$ cat config.mk
export PLATFORM = sky130hd
export DESIGN_NAME = seq_normalizer
export DESIGN_NICKNAME = d
export VERILOG_FILES = /design/src/rtl/seq_normalizer.sv
export SDC_FILE = /design/constraint.sdc
export NUM_CORES = 1
export LEC_CHECK = 0
export CAP_MARGIN = 10
export CORE_UTILIZATION = 45
export DETAILED_ROUTE_END_ITERATION = 6
export PLACE_DENSITY = 0.79
export SYNTH_ARGS = -nofsm -noshare
export SYNTH_HDL_FRONTEND = slang
export SYNTH_SLANG_ARGS = --single-unit
$ cat constraint.sdc
create_clock -name clk -period 1.67 [get_ports clk]
set_clock_uncertainty 0.05 [all_clocks]
set_input_delay 0.167 -clock clk [delete_from_list [all_inputs] [get_ports clk]]
set_output_delay 0.167 -clock clk [all_outputs]
set_load 0.01 [all_outputs]
$ cat src/rtl/seq_normalizer.sv
// Sequential normalizer: shifts the operand one bit per cycle toward the
// selected end until the target bit is set, reporting the shift count.
//
// Ports:
//   clk   - clock, all state updates on the rising edge
//   rst   - synchronous active-high reset
//   start - request normalization (sampled only in IDLE)
//   in    - operand, 2**N bits, captured when start is accepted
//   lr    - direction, 1 = left (leading zeros), 0 = right (trailing zeros)
//   out   - normalized operand
//   amt   - number of single-bit shifts applied
//   zero  - captured operand was all zeros
//   busy  - high while shifting
//   done  - one-cycle pulse when out/amt/zero are valid
module seq_normalizer #(
   parameter int N = 3
) (
   input  logic             clk,
   input  logic             rst,
   input  logic             start,
   input  logic [2**N-1:0]  in,
   input  logic             lr,
   output logic [2**N-1:0]  out,
   output logic [N-1:0]     amt,
   output logic             zero,
   output logic             busy,
   output logic             done
);

   localparam int W = 2**N;

   typedef enum logic [1:0] {
      S_IDLE,
      S_SHIFT,
      S_DONE
   } state_t;

   state_t         state, state_n;
   logic [W-1:0]   work, work_n;
   logic           dir, dir_n;
   logic [N-1:0]   cnt, cnt_n;
   logic [W-1:0]   out_r, out_n;
   logic [N-1:0]   amt_r, amt_n;
   logic           zero_r, zero_n;
   logic           target;

   // Bit that must end up set: MSB for left, LSB for right.
   assign target = dir ? work[W-1] : work[0];

   always_ff @(posedge clk) begin
      if (rst) begin
         state  <= S_IDLE;
         work   <= '0;
         dir    <= 1'b0;
         cnt    <= '0;
         out_r  <= '0;
         amt_r  <= '0;
         zero_r <= 1'b0;
      end else begin
         state  <= state_n;
         work   <= work_n;
         dir    <= dir_n;
         cnt    <= cnt_n;
         out_r  <= out_n;
         amt_r  <= amt_n;
         zero_r <= zero_n;
      end
   end

   always_comb begin
      state_n = state;
      work_n  = work;
      dir_n   = dir;
      cnt_n   = cnt;
      out_n   = out_r;
      amt_n   = amt_r;
      zero_n  = zero_r;
      unique case (state)
         S_IDLE: begin
            if (start) begin
               work_n  = in;
               dir_n   = lr;
               cnt_n   = '0;
               state_n = S_SHIFT;
            end
         end
         S_SHIFT: begin
            if (work == '0) begin
               zero_n  = 1'b1;
               amt_n   = '0;
               out_n   = '0;
               state_n = S_DONE;
            end else if (target) begin
               out_n   = work;
               amt_n   = cnt;
               zero_n  = 1'b0;
               state_n = S_DONE;
            end else begin
               // A nonzero operand reaches the target within W-1 shifts,
               // so the counter cannot pass W-1.
               if (dir) begin
                  work_n = {work[W-2:0], 1'b0};
               end else begin
                  work_n = {1'b0, work[W-1:1]};
               end
               cnt_n = cnt + 1'b1;
            end
         end
         S_DONE: begin
            state_n = S_IDLE;
         end
         default: begin
            state_n = S_IDLE;
         end
      endcase
   end

   assign out  = out_r;
   assign amt  = amt_r;
   assign zero = zero_r;
   assign busy = (state == S_SHIFT);
   assign done = (state == S_DONE);

endmodule

==> summary.md <==
| Metric | Value |
|---|---|
| Outcome | `finished, final reports clean` |
| CTS tree | `built` |
| Min cycle time layout | `1.63 ns` |
| Worst Max-Slew Pin Slew | `0.491 ns` |
| WL/cell | `16.9 um` |
| #FFs+latches synth | `26` |
| Most frequent cell after synthesis | `dfxtp_1` |
| DR vias/cell | `5.95` |
| DRT Pass-1 Iters | `4` |
| Hpwl dp | `2310 um` |
| Clock Tree Buf Depth | `2` |
| RSZ-0062 raised after global routing | `true` |
| Area Overhead vs Synth | `41.9%` |
| CP max FO | `7` |
| Synth top area cells | `dfxtp_1 41%, o41ai_2 7.7%, a21oi_1 5.1%, nand3_1 5.1%, o21ai_1 4.7%` |
| Die area | `0.00303 mm2` |
| Num rows | `18` |
| Crit share post-route | `97.3%` |
| ANT nets after route | `0` |
| Drt initial violations | `37` |
| Synthesis Warnings | `0` |
| Required time of the critical path | `1.85 ns` |
| Htree depth | `1` |
| Final WL | `3520 um` |
| Layout net count | `193` |
| Inst Count DP | `204` |
| Die height | `55.0 um` |
| Initial Util | `49.3%` |
| Gate power share | `40.0%` |
| # IOs | `26` |
| Vias in the first global route | `1,142` |
| Total Routing Usage GR | `25.1%` |
| Clock root cell | `clkbuf_4` |
| Main flop type after synthesis | `dfxtp_1` |
| Crit path launch type | `flip-flop` |
| Port Buffer Count | `25` |
| Power, Total | `1.97 mW` |
| Hold Violations, Final | `0` |
| Sw Share | `34.9%` |
| Core Region | `0.00257 mm2` |
| Max rail drop VDD | `0.000952 V` |
| Pin count of the biggest net entering global routing | `34` |
| Syn_area_per_cell | `8.85 um2` |
| Critical path type | `flip-flop to flip-flop` |
| Fin. max-slew vios | `0` |
| Via count | `1,243` |
| Clock power frac | `22.2%` |
| Initial antenna violation count | `0` |
| DRC Markers | `0` |
| Antenna diodes | `0` |
| Rel. slew slack | `67.0%` |
| Post-Syn Nets | `156` |
| Final non-filler cell total | `209` |
| P_leak | `0.681 nW` |
| Syn Inst Count | `143` |
| Count of cell types in the netlist | `34` |
| Cts bufs inserted | `3` |
| Internal reg-to-reg setup slack | `0.04 ns` |
| Final Setup Violations | `0` |
| Max Freq | `615 MHz` |
| First-pass GRT wire length | `5370 um` |
| Commonest cells post-synth | `26 x dfxtp_1, 13 x a21oi_1, 13 x nand3_1` |
| Arr. time, crit path | `1.81 ns` |
| P_sw | `0.687 mW` |
| Clk sinks | `26` |
| Worst-path clk slew | `0.14 ns` |
| Max Cap Viol | `0` |
| Area leader, netlist | `dfxtp_1` |
| Setup crit end kind | `flip-flop` |
| Setup bufs post-CTS | `0` |
| Final RePlAce weighted congestion | `0.820` |
| Syn Std Cell Area | `0.00127 mm2` |
| Worst hold path type | `input pin to flip-flop` |
| Die W | `55.0 um` |
| Pwr dens | `1090 mW/mm2` |
| Internal | `1.28 mW` |
| Ys async rst share | `0%` |
| Top-area cell type share of the netlist area | `41.1%` |
| Post-synth EDFFs | `0` |
| Sequential Power Share | `37.8%` |
| Worst-Skew Late Latency | `0.32 ns` |
| Seq/Total Area, Yosys | `41.1%` |
| Global route overflow | `0` |
| Ratio of cells with drive above 1 in the final layout | `22.9%` |
## metrics by stage
stage / area, um2 / hold WS, ns / util (%) / setup slack (ns) / setup TNS [ns]
global route: 1800 / 0.421 / 70.0 / -0.00355 / -0.00355
finish: 1800 / 0.386 / 70.0 / 0.0446 / 0
floorplan: 1270 / 0.221 / - / 0.0135 / 0
global placement: 1650 / 0.409 / 64.2 / -0.0321 / -0.0618
CTS: 1750 / 0.399 / 68.1 / -0.00392 / -0.00392
detailed placement: 1650 / 0.422 / 64.2 / -0.127 / -0.496
## flip-flops by register name, summed over array words and instances (netlist names)
register  cells
amt           3
cnt           3
dir           1
out           8
state         2
work          8
zero          1
## placed cells by master (no fill, tap or decap), types with 2 or more instances in the layout
cell	Yosys	layout
clkdlybuf4s50_1	0	24
dfxtp_1	26	23
buf_4	0	17
nand3_1	13	13
a21oi_1	13	13
o21ai_1	12	12
nor2_1	10	10
a211oi_1	7	7
nor2b_1	6	6
nand4b_1	6	6
nand2_1	4	4
inv_1	3	3
o41ai_2	6	3
o41ai_4	0	3
clkbuf_4	0	3
dfxtp_2	0	3
nand4_1	2	2
and2_4	1	2
a221oi_2	0	2
nand3b_1	2	2
## what timing repair did
action,CTS,global route
endpoints found under the setup margin,22,20
gates resized for setup,8,8
hold buffers,0,0
pin swaps,1,8
cloned,1,0
## power groups by stage
stage | Sequential, mW | Combinational, mW | Clock (mW)
3_3_place_gp | 0.736 | 0.655 | 0
2_1_floorplan | 0.748 | 0.392 | 0
4_1_cts | 0.736 | 0.730 | 0.441
3_5_place_dp | 0.739 | 0.679 | 0
5_1_grt | 0.751 | 0.851 | 0.464
6_report | 0.744 | 0.786 | 0.437
## cells by family after synthesis
group                      synth area share, %
DFF                                       41.1
adders and majority gates                0.988
AOI/OAI and AO/OA                         27.1
and+or+nand+nor                           24.5
muxes                                     1.19
buffers and inverters                     5.14
## path summary, 6_finish.rpt
| kind | from | to | cells after the start |
|---|---|---|---|
| max | dir$_SDFFE_PP0P_ | work[2]$_SDFFE_PP0P_ | 4 |
| min | lr | dir$_SDFFE_PP0P_ | 3 |
| max reg2reg | dir$_SDFFE_PP0P_ | work[2]$_SDFFE_PP0P_ | 4 |
| min reg2reg | amt[0]$_SDFFE_PP0P_ | amt[0]$_SDFFE_PP0P_ | 2 |
## worst max-delay path, stage by stage (launching register included)
cell and delay, ns:
dfxtp_2 0.37, mux2_4 0.31, a211o_4 0.30, and2_4 0.21
o41ai_2 0.29
## area by class of cell
type	count	area [um2]
clock buffers	3	22.5
clock inverters	1	30.0
fillers	203	771
inverters	3	11.3
multi-input cells	103	774
flip-flops and latches	26	524
well taps	30	37.5
repair buffers	43	397
## per-layer routing
metal	up-vias	GRT usage, %	wire length, um
met4	0	7.50	37
met1	598	30.9	1520
met5	-	0	0
met3	4	3.01	114
met2	36	45.2	1860
li1	605	-	-
(Power assumes the default switching activity.)
==> RTL change 1 (same flow settings) <==
Register the outputs `busy` and `done`, with the module's reset; this adds one clock of latency there. The other outputs are not delayed to match. Comments in the files are not updated.
--- a/src/rtl/seq_normalizer.sv
+++ b/src/rtl/seq_normalizer.sv
@@ -120,4 +120,11 @@
    assign zero = zero_r;
-   assign busy = (state == S_SHIFT);
-   assign done = (state == S_DONE);
+   always_ff @(posedge clk) begin
+      if (rst) begin
+         busy <= '0;
+         done <= '0;
+      end else begin
+         busy <= (state == S_SHIFT);
+         done <= (state == S_DONE);
+      end
+   end
 
Behaviour: not the same (a bounded check fails within 4 cycles, from zero or initial values and one cycle with rst high).
==> RTL change 1 against the unedited design <==
Core utilization down 8.4 points; synthesized cell count down 1.4%; routed wire length down 15%; combinational power down 29%; first-iteration DRC count down 68%; count of clock-buffer cells in the layout unchanged; power down 6.9%; design area down 5.4%; setup slack worse by 37 ps; synthesized area up 4.2%; sequential cell count up 2; critical endpoint is now work[4].
==> RTL change 1: results (changes against the unedited design) <==
| Step | Quantity | Reported | Delta |
|---|---|---|---|
| run status | Outcome | finished clean | unchanged |
| global route | Maximum number of pins on one net before global-route repair | 22 | was 34 |
| global route | Global-route wire length before repair | 5060 um | was 5370 um |
| power | Worst supply voltage drop on vdd | 0.657 mV | was 0.952 mV |
| synthesis | Post-synthesis compound-gate area fraction | 0.182 | was 0.271 |
| finish | Register area | 563 um^2 | was 524 um^2 |
| power | Internal cell power | 1260 uW | was 1280 uW |
| finish | Fraction of final layout cells sized beyond drive strength 1 | 0.140 | was 0.229 |
| power | Clock network power | 449 uW | was 437 uW |
| global route | GRT Overall Usage | 0.207 | was 0.251 |
| detailed routing | Number of DRC markers after the initial detailed-route iteration | 12 | was 37 |
| power | PD cells | 1080 nW/um^2 | was 1090 nW/um^2 |
| worst setup path | Reg-to-reg endpoint | work[4] | was work[2] |
| synthesis | Gate Count Post-Synth | 141 | was 143 |
| placement | Post-placement cell count | 198 | was 204 |
| sta | WHS | 300 ps | was 386 ps |
| global route | Fraction of met1 tracks used by global routing | 0.246 | was 0.309 |
| placement | Final Wtd Congestion | 0.821 | was 0.820 |
| clocking | Worst-Skew Late Latency | 340 ps | was 320 ps |
| synthesis | Syn nets | 154 | was 156 |
| synthesis | Register area share after synthesis | 0.425 | was 0.411 |
| detailed routing | Sum of routed wire segments on met1 | 1310 um | was 1520 um |
| worst setup path | Flop-to-flop setup slack | 8 ps | was 40 ps |
| synthesis | Synth Area in Adders | 0.00949 | was 0.00988 |
| placement | Setup slack at placement | 41.3 ps | was -127 ps |
| global route | Met3 track demand over resource | 0.0512 | was 0.0301 |
| detailed routing | Total vias in the final route | 1101 | was 1243 |
| synthesis | Largest cells by area after synthesis | sky130_fd_sc_hd__dfxtp_1, sky130_fd_sc_hd__mux2i_1, sky130_fd_sc_hd__nand2_1 | was sky130_fd_sc_hd__dfxtp_1, sky130_fd_sc_hd__o41ai_2, sky130_fd_sc_hd__a21oi_1 |
| worst setup path | Crit-path max FO | 9 | was 7 |
| finish | Final layout net count | 185 | was 193 |
| detailed routing | Sum of met3 wire segment lengths after detailed routing | 130 um | was 114 um |
| global route | Global-route met2 utilization | 0.342 | was 0.452 |
| power | Logic gate share of total power | 0.303 | was 0.400 |
[RTL change 1: cell types whose count changed after synthesis, moves of 6 or more]
cell and delta:
sky130_fd_sc_hd__mux2i_1 +16, sky130_fd_sc_hd__a211oi_1 -6, sky130_fd_sc_hd__o21ai_1 -12, sky130_fd_sc_hd__nand2_1 +17, sky130_fd_sc_hd__nand4b_1 -6, sky130_fd_sc_hd__o41ai_2 -6, sky130_fd_sc_hd__a31o_1 +8, sky130_fd_sc_hd__o211ai_1 +6
sky130_fd_sc_hd__clkbuf_1 -6
[RTL change 1: layout make-up]
| class | instances | area share |
|---|---|---|
| clock buffers | 3 | 0.0133 |
| clock inverters | 1 | 0.0177 |
| inverters | 2 | 0.00442 |
| multi-input cells | 101 | 0.412 |
| flip-flops and latches | 28 | 0.331 |
| well taps | 31 | 0.0228 |
| repair buffers | 36 | 0.198 |
[RTL change 1: repair_timing]
action	CTS	global route
resized for setup	2	2
endpoints found under the setup margin	3	13
buffers inserted	0	0
gates cloned	0	0
==> RTL change 2 (same settings) <==
Made on the original files. `N`: 3 -> 2.
--- a/src/rtl/seq_normalizer.sv
+++ b/src/rtl/seq_normalizer.sv
@@ -15,3 +15,3 @@
 module seq_normalizer #(
-   parameter int N = 3
+   parameter int N = 2
 ) (
Interface: changed (resized amt, in and out); port bits go from 26 to 17. No check against the original RTL was run, so the function may have changed too.
==> RTL change 2 against the unedited design <==
Design area shrank 39%; sequential cell count down 10; routed wire length shrank 49%; power fell by 50%; setup slack better by 23 ps; non-clock buffer count shrank 18; count of clock-buffer cells in the layout grew 1; maximum frequency up 1.4%; synthesized area down 36%; largest power group is now registers.
==> RTL change 2: results (changes against the unedited design) <==
| Step | Quantity | Reported | Delta |
|---|---|---|---|
| detailed routing | Number of DRC markers after the initial detailed-route iteration | 19 | was 37 |
| power | Worst supply voltage drop on vdd | 0.648 mV | was 0.952 mV |
| synthesis | Post-synthesis mux area share | 0.0498 | was 0.0119 |
| run status | Outcome | finished clean | unchanged |
| global route | GRT Overall Usage | 0.220 | was 0.251 |
| global route | Number of global-route vias before repair | 672 | was 1142 |
| sta | Least-Margin Pin Slew | 366 ps | was 491 ps |
| detailed routing | Drt pass-1 iters | 5 | was 4 |
| synthesis | Syn nets | 91 | was 156 |
| synthesis | Commonest cells post-synth | sky130_fd_sc_hd__dfxtp_1, sky130_fd_sc_hd__nor2_1, sky130_fd_sc_hd__a21oi_1, sky130_fd_sc_hd__inv_1, sky130_fd_sc_hd__nand2_1 | was sky130_fd_sc_hd__dfxtp_1, sky130_fd_sc_hd__a21oi_1, sky130_fd_sc_hd__nand3_1, sky130_fd_sc_hd__o21ai_1 |
| worst setup path | Top cell family by delay on the critical path | simple AND/OR/NAND/NOR gates | was compound AO/OA/AOI/OAI gates |
| detailed routing | Total vias in the final route | 712 | was 1243 |
| worst hold path | Worst hold path type | flip-flop to flip-flop | was primary input to flip-flop |
| global route | Maximum number of pins on one net before global-route repair | 17 | was 34 |
| clocking | Clock slew at the register clock pins of the worst setup and hold paths | 100 ps | was 140 ps |
| power | Leakage | 0.000435 uW | was 0.000681 uW |
| synthesis | Post-synthesis compound-gate area fraction | 0.235 | was 0.271 |
| worst setup path | Critical path data arrival time | 1780 ps | was 1810 ps |
| worst setup path | Capture point of the critical path | cnt[1] | was work[2] |
| finish | Final layout net count | 119 | was 193 |
| synthesis | Register area share after synthesis | 0.398 | was 0.411 |
| sta | Min setup slack post-route | 67.6 ps | was 44.6 ps |
| synthesis | Largest cells by area after synthesis | sky130_fd_sc_hd__dfxtp_1, sky130_fd_sc_hd__nor2_1, sky130_fd_sc_hd__a21oi_1 | was sky130_fd_sc_hd__dfxtp_1, sky130_fd_sc_hd__o41ai_2, sky130_fd_sc_hd__a21oi_1 |
| worst setup path | Stage delay of the slowest cell on the critical path | 430 ps | was 370 ps |
| worst setup path | Standard cell with the maximum stage delay on the critical path | sky130_fd_sc_hd__nor4b_4 | was sky130_fd_sc_hd__dfxtp_2 |
| placement | Detail Placement HPWL | 1240 um | was 2310 um |
| detailed routing | Routed wirelength normalized by instance count | 13.4 um | was 16.9 um |
| placement | Setup slack at placement | 54.2 ps | was -127 ps |
| placement | Placed cell area | 1040 um^2 | was 1650 um^2 |
## RTL change 2: cell count changes after synthesis, sizes merged, moves of 6 or more
cell,before,now
o41ai,6,0
dfxtp,26,16
o21ai,12,1
nand4b,6,0
nand3,13,2
clkbuf,10,1
a211oi,7,0
## RTL change 2: power by group through the flow
stage | registers (uW) | clock network, uW | logic, uW
global route | 453 | 281 | 304
floorplan | 451 | 0 | 179
global placement | 456 | 0 | 266
CTS | 448 | 262 | 279
finish | 448 | 258 | 283
detailed placement | 458 | 0 | 270
## RTL change 2: how the worst min path moves through the flow
| stage | end | slack, ps | depth (start not counted) |
|---|---|---|---|
| 2_1_floorplan | work[0] | 190 | 1 |
| 3_3_place_gp | amt[1] | 390 | 2 |
| 3_5_place_dp | amt[0] | 400 | 2 |
| 4_1_cts | amt[0] | 410 | 2 |
| 5_1_grt | amt[1] | 450 | 2 |
| 6_report | amt[0] | 410 | 2 |
## RTL change 2: layout make-up
cell class / count / area share
inverters: 5 / 0.0170
multi-input cells: 60 / 0.417
repair buffers: 25 / 0.205
flip-flops and latches: 16 / 0.301
well taps: 24 / 0.0272
clock buffers: 4 / 0.0329
## RTL change 2: kinds of logic (layout without fill, tap and decap cells)
logic type             count (synthesis)  count (layout)
and+or+nand+nor                       36              36
AOI/OAI and AO/OA                     20              20
DFF                                   16              16
buffers and inverters                  7              34
muxes                                  4               4
## RTL change 2: stage by stage
step / utilization / cells / power (uW)
global route: 0.692 / 134 / 1040
finish: 0.692 / 134 / 990
floorplan: - / 83 / 630
CTS: 0.682 / 133 / 989
detailed placement: 0.651 / 128 / 728
global placement: 0.651 / 128 / 722
## RTL change 2: routing by layer
layer / global-route usage / vias to the layer above / routed length (um)
li1: - / 350 / -
met1: 0.300 / 335 / 884
met2: 0.318 / 22 / 791
met3: 0.0571 / 5 / 79
met4: 0.115 / 0 / 40
met5: 0 / - / 0
## RTL change 2: repair_timing
action	4_1_cts	5_1_grt
endpoints found under the setup margin	3	4
gates cloned	0	0
endpoints found under the hold margin	0	0
hold buffers	0	0
buffers inserted	1	1
pin swaps	0	5
resized for setup	5	4
## RTL change 2: worst min-delay path, stage by stage, from the launching register on
cell	delay, ps
sky130_fd_sc_hd__dfxtp_1	320
sky130_fd_sc_hd__nand2_1	50
sky130_fd_sc_hd__a21oi_1	50
